===== src/rtl/fifo_input_conditioner_if.sv =====
// Bundle between the board-input conditioner and its surroundings.
//   Raw side   : btn_wr, btn_rd (bouncy push-buttons), sw[dbit] (slide switches)
//   FIFO side  : write, read (debounced levels), din[dbit] (held data word),
//                wr_rel, rd_rel (one-cycle release pulses)
// slave  = the conditioner (consumes raw inputs, produces FIFO-side levels)
// master = board / testbench side
interface fifo_input_conditioner_if #(
    parameter int dbit = 3
);
    logic            btn_wr;
    logic            btn_rd;
    logic [dbit-1:0] sw;
    logic            write;
    logic            read;
    logic [dbit-1:0] din;
    logic            wr_rel;
    logic            rd_rel;

    modport master (
        output btn_wr, btn_rd, sw,
        input  write, read, din, wr_rel, rd_rel
    );

    modport slave (
        input  btn_wr, btn_rd, sw,
        output write, read, din, wr_rel, rd_rel
    );
endinterface


===== src/rtl/fifo_input_conditioner.sv =====
// Conditions raw board buttons/switches into clean FIFO write/read/din.
//   clk  : single clock
//   rst  : synchronous, active-high reset
//   bus  : fifo_input_conditioner_if.slave
//          in : btn_wr, btn_rd, sw[dbit]
//          out: write, read, din[dbit], wr_rel, rd_rel
// Channel 0 is the write button, channel 1 the read button.
//
//   state     | meaning
//   ----------+--------------------------------------------------
//   ST_LOW    | committed low, waiting for a synchronised 1
//   ST_ARM_HI | candidate press, counting stable 1 samples
//   ST_HIGH   | committed high, waiting for a synchronised 0
//   ST_ARM_LO | candidate release, counting stable 0 samples
module fifo_input_conditioner #(
    parameter int dbit      = 3,
    parameter int DB_CYCLES = 1000000,
    parameter int CNT_W     = 20
) (
    input  logic                      clk,
    input  logic                      rst,
    fifo_input_conditioner_if.slave   bus
);

    localparam logic [1:0] ST_LOW    = 2'd0;
    localparam logic [1:0] ST_ARM_HI = 2'd1;
    localparam logic [1:0] ST_HIGH   = 2'd2;
    localparam logic [1:0] ST_ARM_LO = 2'd3;

    localparam logic [CNT_W-1:0] CNT_TC  = CNT_W'(DB_CYCLES - 1);
    localparam logic [CNT_W-1:0] CNT_ONE = CNT_W'(1);
    localparam logic [2:0]       GUARD_MAX = 3'd4;

    // two-flop synchronisers
    logic [1:0]      btn_meta_q, btn_meta_d;
    logic [1:0]      btn_s_q,    btn_s_d;
    logic [dbit-1:0] sw_meta_q,  sw_meta_d;
    logic [dbit-1:0] sw_s_q,     sw_s_d;

    // per-channel debounce state
    logic [1:0][1:0]       state_q, state_d;
    logic [1:0][CNT_W-1:0] cnt_q,   cnt_d;
    logic [1:0]            lvl_q,   lvl_d;
    logic [1:0]            rel_q,   rel_d;

    // data hold
    logic [2:0]      guard_q, guard_d;
    logic [dbit-1:0] din_q,   din_d;

    always_comb begin
        btn_meta_d = {bus.btn_rd, bus.btn_wr};
        btn_s_d    = btn_meta_q;
        sw_meta_d  = bus.sw;
        sw_s_d     = sw_meta_q;
    end

    always_comb begin
        state_d = state_q;
        cnt_d   = cnt_q;
        lvl_d   = '0;
        rel_d   = '0;
        for (int i = 0; i < 2; i++) begin
            case (state_q[i])
                ST_LOW: begin
                    if (btn_s_q[i]) begin
                        state_d[i] = ST_ARM_HI;
                        cnt_d[i]   = '0;
                    end
                end
                ST_ARM_HI: begin
                    if (!btn_s_q[i]) begin
                        state_d[i] = ST_LOW;
                        cnt_d[i]   = '0;
                    end else if (cnt_q[i] == CNT_TC) begin
                        state_d[i] = ST_HIGH;
                    end else begin
                        cnt_d[i] = cnt_q[i] + CNT_ONE;
                    end
                end
                ST_HIGH: begin
                    if (!btn_s_q[i]) begin
                        state_d[i] = ST_ARM_LO;
                        cnt_d[i]   = '0;
                    end
                end
                ST_ARM_LO: begin
                    if (btn_s_q[i]) begin
                        state_d[i] = ST_HIGH;
                        cnt_d[i]   = '0;
                    end else if (cnt_q[i] == CNT_TC) begin
                        state_d[i] = ST_LOW;
                    end else begin
                        cnt_d[i] = cnt_q[i] + CNT_ONE;
                    end
                end
                default: begin
                    state_d[i] = ST_LOW;
                    cnt_d[i]   = '0;
                end
            endcase
            // Level and release pulse are registered off the next state so
            // they change on the same edge as the committing transition.
            lvl_d[i] = (state_d[i] == ST_HIGH) || (state_d[i] == ST_ARM_LO);
            rel_d[i] = (state_q[i] == ST_ARM_LO) && (state_d[i] == ST_LOW);
        end
    end

    // The guard only saturates after the write channel has sat in LOW for
    // four cycles, so din stays frozen from the first write bounce until the
    // FIFO has had time to capture the word after the release.
    always_comb begin
        guard_d = '0;
        if (state_q[0] == ST_LOW) begin
            guard_d = (guard_q == GUARD_MAX) ? guard_q : guard_q + 3'd1;
        end
        din_d = (guard_q == GUARD_MAX) ? sw_s_q : din_q;
    end

    always_ff @(posedge clk) begin
        if (rst) begin
            btn_meta_q <= '0;
            btn_s_q    <= '0;
            sw_meta_q  <= '0;
            sw_s_q     <= '0;
            state_q    <= {ST_LOW, ST_LOW};
            cnt_q      <= '0;
            lvl_q      <= '0;
            rel_q      <= '0;
            guard_q    <= '0;
            din_q      <= '0;
        end else begin
            btn_meta_q <= btn_meta_d;
            btn_s_q    <= btn_s_d;
            sw_meta_q  <= sw_meta_d;
            sw_s_q     <= sw_s_d;
            state_q    <= state_d;
            cnt_q      <= cnt_d;
            lvl_q      <= lvl_d;
            rel_q      <= rel_d;
            guard_q    <= guard_d;
            din_q      <= din_d;
        end
    end

    assign bus.write  = lvl_q[0];
    assign bus.read   = lvl_q[1];
    assign bus.wr_rel = rel_q[0];
    assign bus.rd_rel = rel_q[1];
    assign bus.din    = din_q;

endmodule


===== src/flat_wrapper.sv =====
// flat-port wrapper written by rule: the top's interface ports become plain ports
module fifo_input_conditioner_flat 
#(
    parameter int dbit      = 3,
    parameter int DB_CYCLES = 1000000,
    parameter int CNT_W     = 20
)
  (clk, rst, bus_btn_wr, bus_btn_rd, bus_sw, bus_write, bus_read, bus_din, bus_wr_rel, bus_rd_rel);
  fifo_input_conditioner_if #(.dbit(dbit)) bus_i ();
  input  logic clk;
  input  logic rst;
  input wire logic [$bits(bus_i.btn_wr)-1:0] bus_btn_wr;
  input wire logic [$bits(bus_i.btn_rd)-1:0] bus_btn_rd;
  input wire logic [$bits(bus_i.sw)-1:0] bus_sw;
  output wire logic [$bits(bus_i.write)-1:0] bus_write;
  output wire logic [$bits(bus_i.read)-1:0] bus_read;
  output wire logic [$bits(bus_i.din)-1:0] bus_din;
  output wire logic [$bits(bus_i.wr_rel)-1:0] bus_wr_rel;
  output wire logic [$bits(bus_i.rd_rel)-1:0] bus_rd_rel;
  assign bus_i.btn_wr = bus_btn_wr;
  assign bus_i.btn_rd = bus_btn_rd;
  assign bus_i.sw = bus_sw;
  assign bus_write = bus_i.write;
  assign bus_read = bus_i.read;
  assign bus_din = bus_i.din;
  assign bus_wr_rel = bus_i.wr_rel;
  assign bus_rd_rel = bus_i.rd_rel;
  fifo_input_conditioner #(.dbit(dbit), .DB_CYCLES(DB_CYCLES), .CNT_W(CNT_W)) u_core (.clk(clk), .rst(rst), .bus(bus_i));
endmodule

===== config.mk =====
export PLATFORM = sky130hd
export DESIGN_NAME = fifo_input_conditioner_flat
export DESIGN_NICKNAME = d
export VERILOG_FILES = /design/src/rtl/fifo_input_conditioner_if.sv /design/src/rtl/fifo_input_conditioner.sv /design/src/flat_wrapper.sv
export SDC_FILE = /design/constraint.sdc
export NUM_CORES = 1
export LEC_CHECK = 0
export CAP_MARGIN = 20
export CORE_MARGIN = 4
export CORE_UTILIZATION = 38
export CTS_CLUSTER_DIAMETER = 80
export CTS_CLUSTER_SIZE = 8
export DETAILED_ROUTE_END_ITERATION = 12
export PLACE_DENSITY_LB_ADDON = 0.1
export SLEW_MARGIN = 20
export SYNTH_ARGS = -nofsm -noshare
export SYNTH_HDL_FRONTEND = slang
export SYNTH_SLANG_ARGS = --single-unit

===== constraint.sdc =====
create_clock -name clk -period 2.5 [get_ports clk]
set_input_delay 0.25 -clock clk [delete_from_list [all_inputs] [get_ports clk]]
set_output_delay 0.25 -clock clk [all_outputs]
set_load 0.1 [all_outputs]

==> results.txt <==
Status - complete, no violations
Logic pwr share - 4.1%
Mean Syn Cell Area - 8.717 um2
Post-DP HPWL - 4370 um
Critical path class - flop to flop
Post-Synthesis Cell Area - 2894 um2
Die X - 95.27 um
Reg2reg start - u_core.state_q[1]$_SDFF_PP0_
Reg power frac - 49.5%
Clock transition at path regs - 0.07 ns
Largest fanout on the critical path - 10
DRC viols - 0
CTS tree - done
Starting DRT DRC Count - 60
Final setup violation count - 0
Final TNS setup - 0 ns
Post-CTS Setup Inserts - 0
Die area - 9076 um2
Max Cap Violations - 0
NetSw - 481.2 uW
Hold violation count in the final report - 0
Minimum clock period - 1.891 ns
Pre-antenna DRT Iters - 4
Most common cell in the synthesized netlist - dfxtp_1
Post-synth EDFFs - 0
Hold Startpoint - u_core.sw_meta_q[2]$_SDFF_PP0_
Clock Tree Buf Depth - 2
FILL cells - 746
Final WL - 6185 um
Period Utilization, post-route - 75.63%
Crit start category - flop
Sink Count - 64
Pwr Total - 2.115 mW
Fmax - 0.5289 GHz
RSZ-0062 raised after global routing - no
Root Buffer - clkbuf_8
Global-route wire length before repair - 10650 um
Core area - 7331 um2
Number of nets in the layout - 362
CTS resizes - 0
Antenna diodes - 0
Actual slew at the worst max-slew pin - 0.6199 ns
Crit end category - flop
Post-synth top area cell - dfxtp_1
Mapped Cells - 332
Clock Power Share - 46.4%
GRT overflow - 0
GR Util All Layers - 15.18%
Top FF cell, synth - dfxtp_1
Sequential area share after synthesis - 44.27%
Pleak - 1.225 nW
Synth Register Bits - 64
Vias post-DR - 2388
Syn_nets - 343
Hold crit path type - flop to flop
Initial antenna violation count - 0
CTS H-Tree Depth - 3
Die Y-Extent - 95.27 um
Num CTS Buffers - 9
Synth unique cells - 44
Worst skew pair latency - 0.34 ns
Switching Share - 22.75%
Pwr Density - 632.9 nW/um2
Fraction of final layout cells with drive strength greater than 1 - 11.80%
Int Pwr - 1.634 mW
Area growth syn-to-layout - 15.48%
Max-slew headroom - 58.29%
VDD IR max - 0.0004979 V
Yosys warns - 0
Row Count - 31
Max Slew Vio Count - 0
Crit path required time - 2.73 ns
Starting Density - 39.48%
Clock skew - 0.007104 ns
Cts hold-fix bufs - 0
Ys async rst share - 0%
CP startpoint - u_core.state_q[1]$_SDFF_PP0_
Area contributors post-synth - dfxtp_1 (44%), xor2_1 (6.4%), nor2_1 (6.1%)
Arr. time, crit path - 2.12 ns
Synth cell count leaders - dfxtp_1 (64), nor2_1 (47), xor2_1 (21), nand2_1 (19), a21oi_1 (18)
Vias/cell - 5.248
Final ANT Viol Nets - 0
Pin count of the biggest net entering global routing - 21
Vias in the first global route - 2293
# IOs - 14
Input/output buffers - 13
Routability cong. - 0.8010
Drt wl/cell - 13.59 um
Top cell type's share of synthesized area - 44.27%
==> cell usage in the layout (no fill, tap or decap), drive strengths merged, types with 3 or more instances in the layout <==
cell,count
dfxtp,64
nor2,47
xor2,22
nand2,20
a21oi,18
nand3,17
nand4,14
and3,14
o21ai,13
buf,13
nor2b,12
a31oi,9
clkbuf,9
and2,8
nor3,7
xnor2,6
o2111ai,6
clkdlybuf4s50,6
and4,6
nor4,4
nor4b,4
nor3b,4
ha,4
inv,4
o211ai,3
o21bai,3
clkinv,3
==> sequential cells by signal (all words and copies together), names as in the netlist <==
register	cells
u_core.btn_meta_q	2
u_core.btn_s_q	2
u_core.bus.din	3
u_core.cnt_q	40
u_core.guard_q	3
u_core.lvl_q	2
u_core.rel_q	2
u_core.state_q	4
u_core.sw_meta_q	3
u_core.sw_s_q	3
==> stage by stage <==
stage	worst slack [ns]	cell area [um2]	hold slack [ns]	util (%)	cells
floorplan	0.9791	2894	0.3782	-	332
global route	0.3822	3342	0.4491	45.59	455
finish	0.6093	3342	0.4391	45.59	455
global placement	0.6669	3123	0.4213	42.60	439
detailed placement	0.6219	3123	0.4227	42.60	439
CTS	0.6115	3342	0.4332	45.59	455
==> worst max-delay path, cell delays in order (launching register included) <==
cell	delay (ns)
dfxtp_1	0.43
xor2_2	0.39
nor2_1	0.20
o21bai_2	0.36
buf_4	0.23
o21bai_1	0.11
a31oi_1	0.05
==> power by group through the flow <==
stage          clock network [mW]  logic (mW)  registers [mW]
6_report                    0.982      0.0867            1.05
2_1_floorplan                   0      0.0545            1.07
4_1_cts                      1.01      0.0883            1.05
5_1_grt                      1.06      0.0992            1.05
3_3_place_gp                    0      0.0862            1.07
3_5_place_dp                    0      0.0878            1.07
==> path summary, 6_finish.rpt <==
path                                                endpoint  slack, ns  cells past startpoint
worst max register to register  u_core.cnt_q[3]$_SDFFE_PP0P_       0.61                      6
worst min-delay path             u_core.sw_s_q[2]$_SDFF_PP0_       0.44                      1
worst max-delay path            u_core.cnt_q[3]$_SDFFE_PP0P_       0.61                      6
worst min register to register   u_core.sw_s_q[2]$_SDFF_PP0_       0.44                      1
==> logic make-up after synthesis <==
| group | synth area share [%] |
|---|---|
| AO/OA/AOI/OAI | 11.93 |
| buffers and inverters | 2.205 |
| XOR/XNOR | 8.734 |
| AND/OR/NAND/NOR | 30.44 |
| flip-flops | 44.27 |
| adder cells (fa/ha/maj) | 1.729 |
| multiplexers | 0.6918 |
==> final cells by class <==
type	instances	area [um2]	share of cell area [%]
inverters	3	11.26	0.3370
clock buffers	9	123.9	3.706
flip-flops and latches	64	1281	38.34
multi-input cells	254	1549	46.35
repair buffers	19	157.7	4.717
clock inverters	7	95.09	2.845
well taps	99	123.9	3.706
==> routing by layer <==
metal / part of all wire, % / routed length [um] / vias to the layer above / track usage, %
met2: 48 / 2948 / 47 / 23.73
met3: 3.9 / 242 / 10 / 5.525
met5: 0 / 0 / - / 0
met1: 47 / 2883 / 1104 / 18.80
li1: - / - / 1227 / -
met4: 1.8 / 110 / 0 / 6.370
No activity file was read; power rests on OpenSTA's default activity.
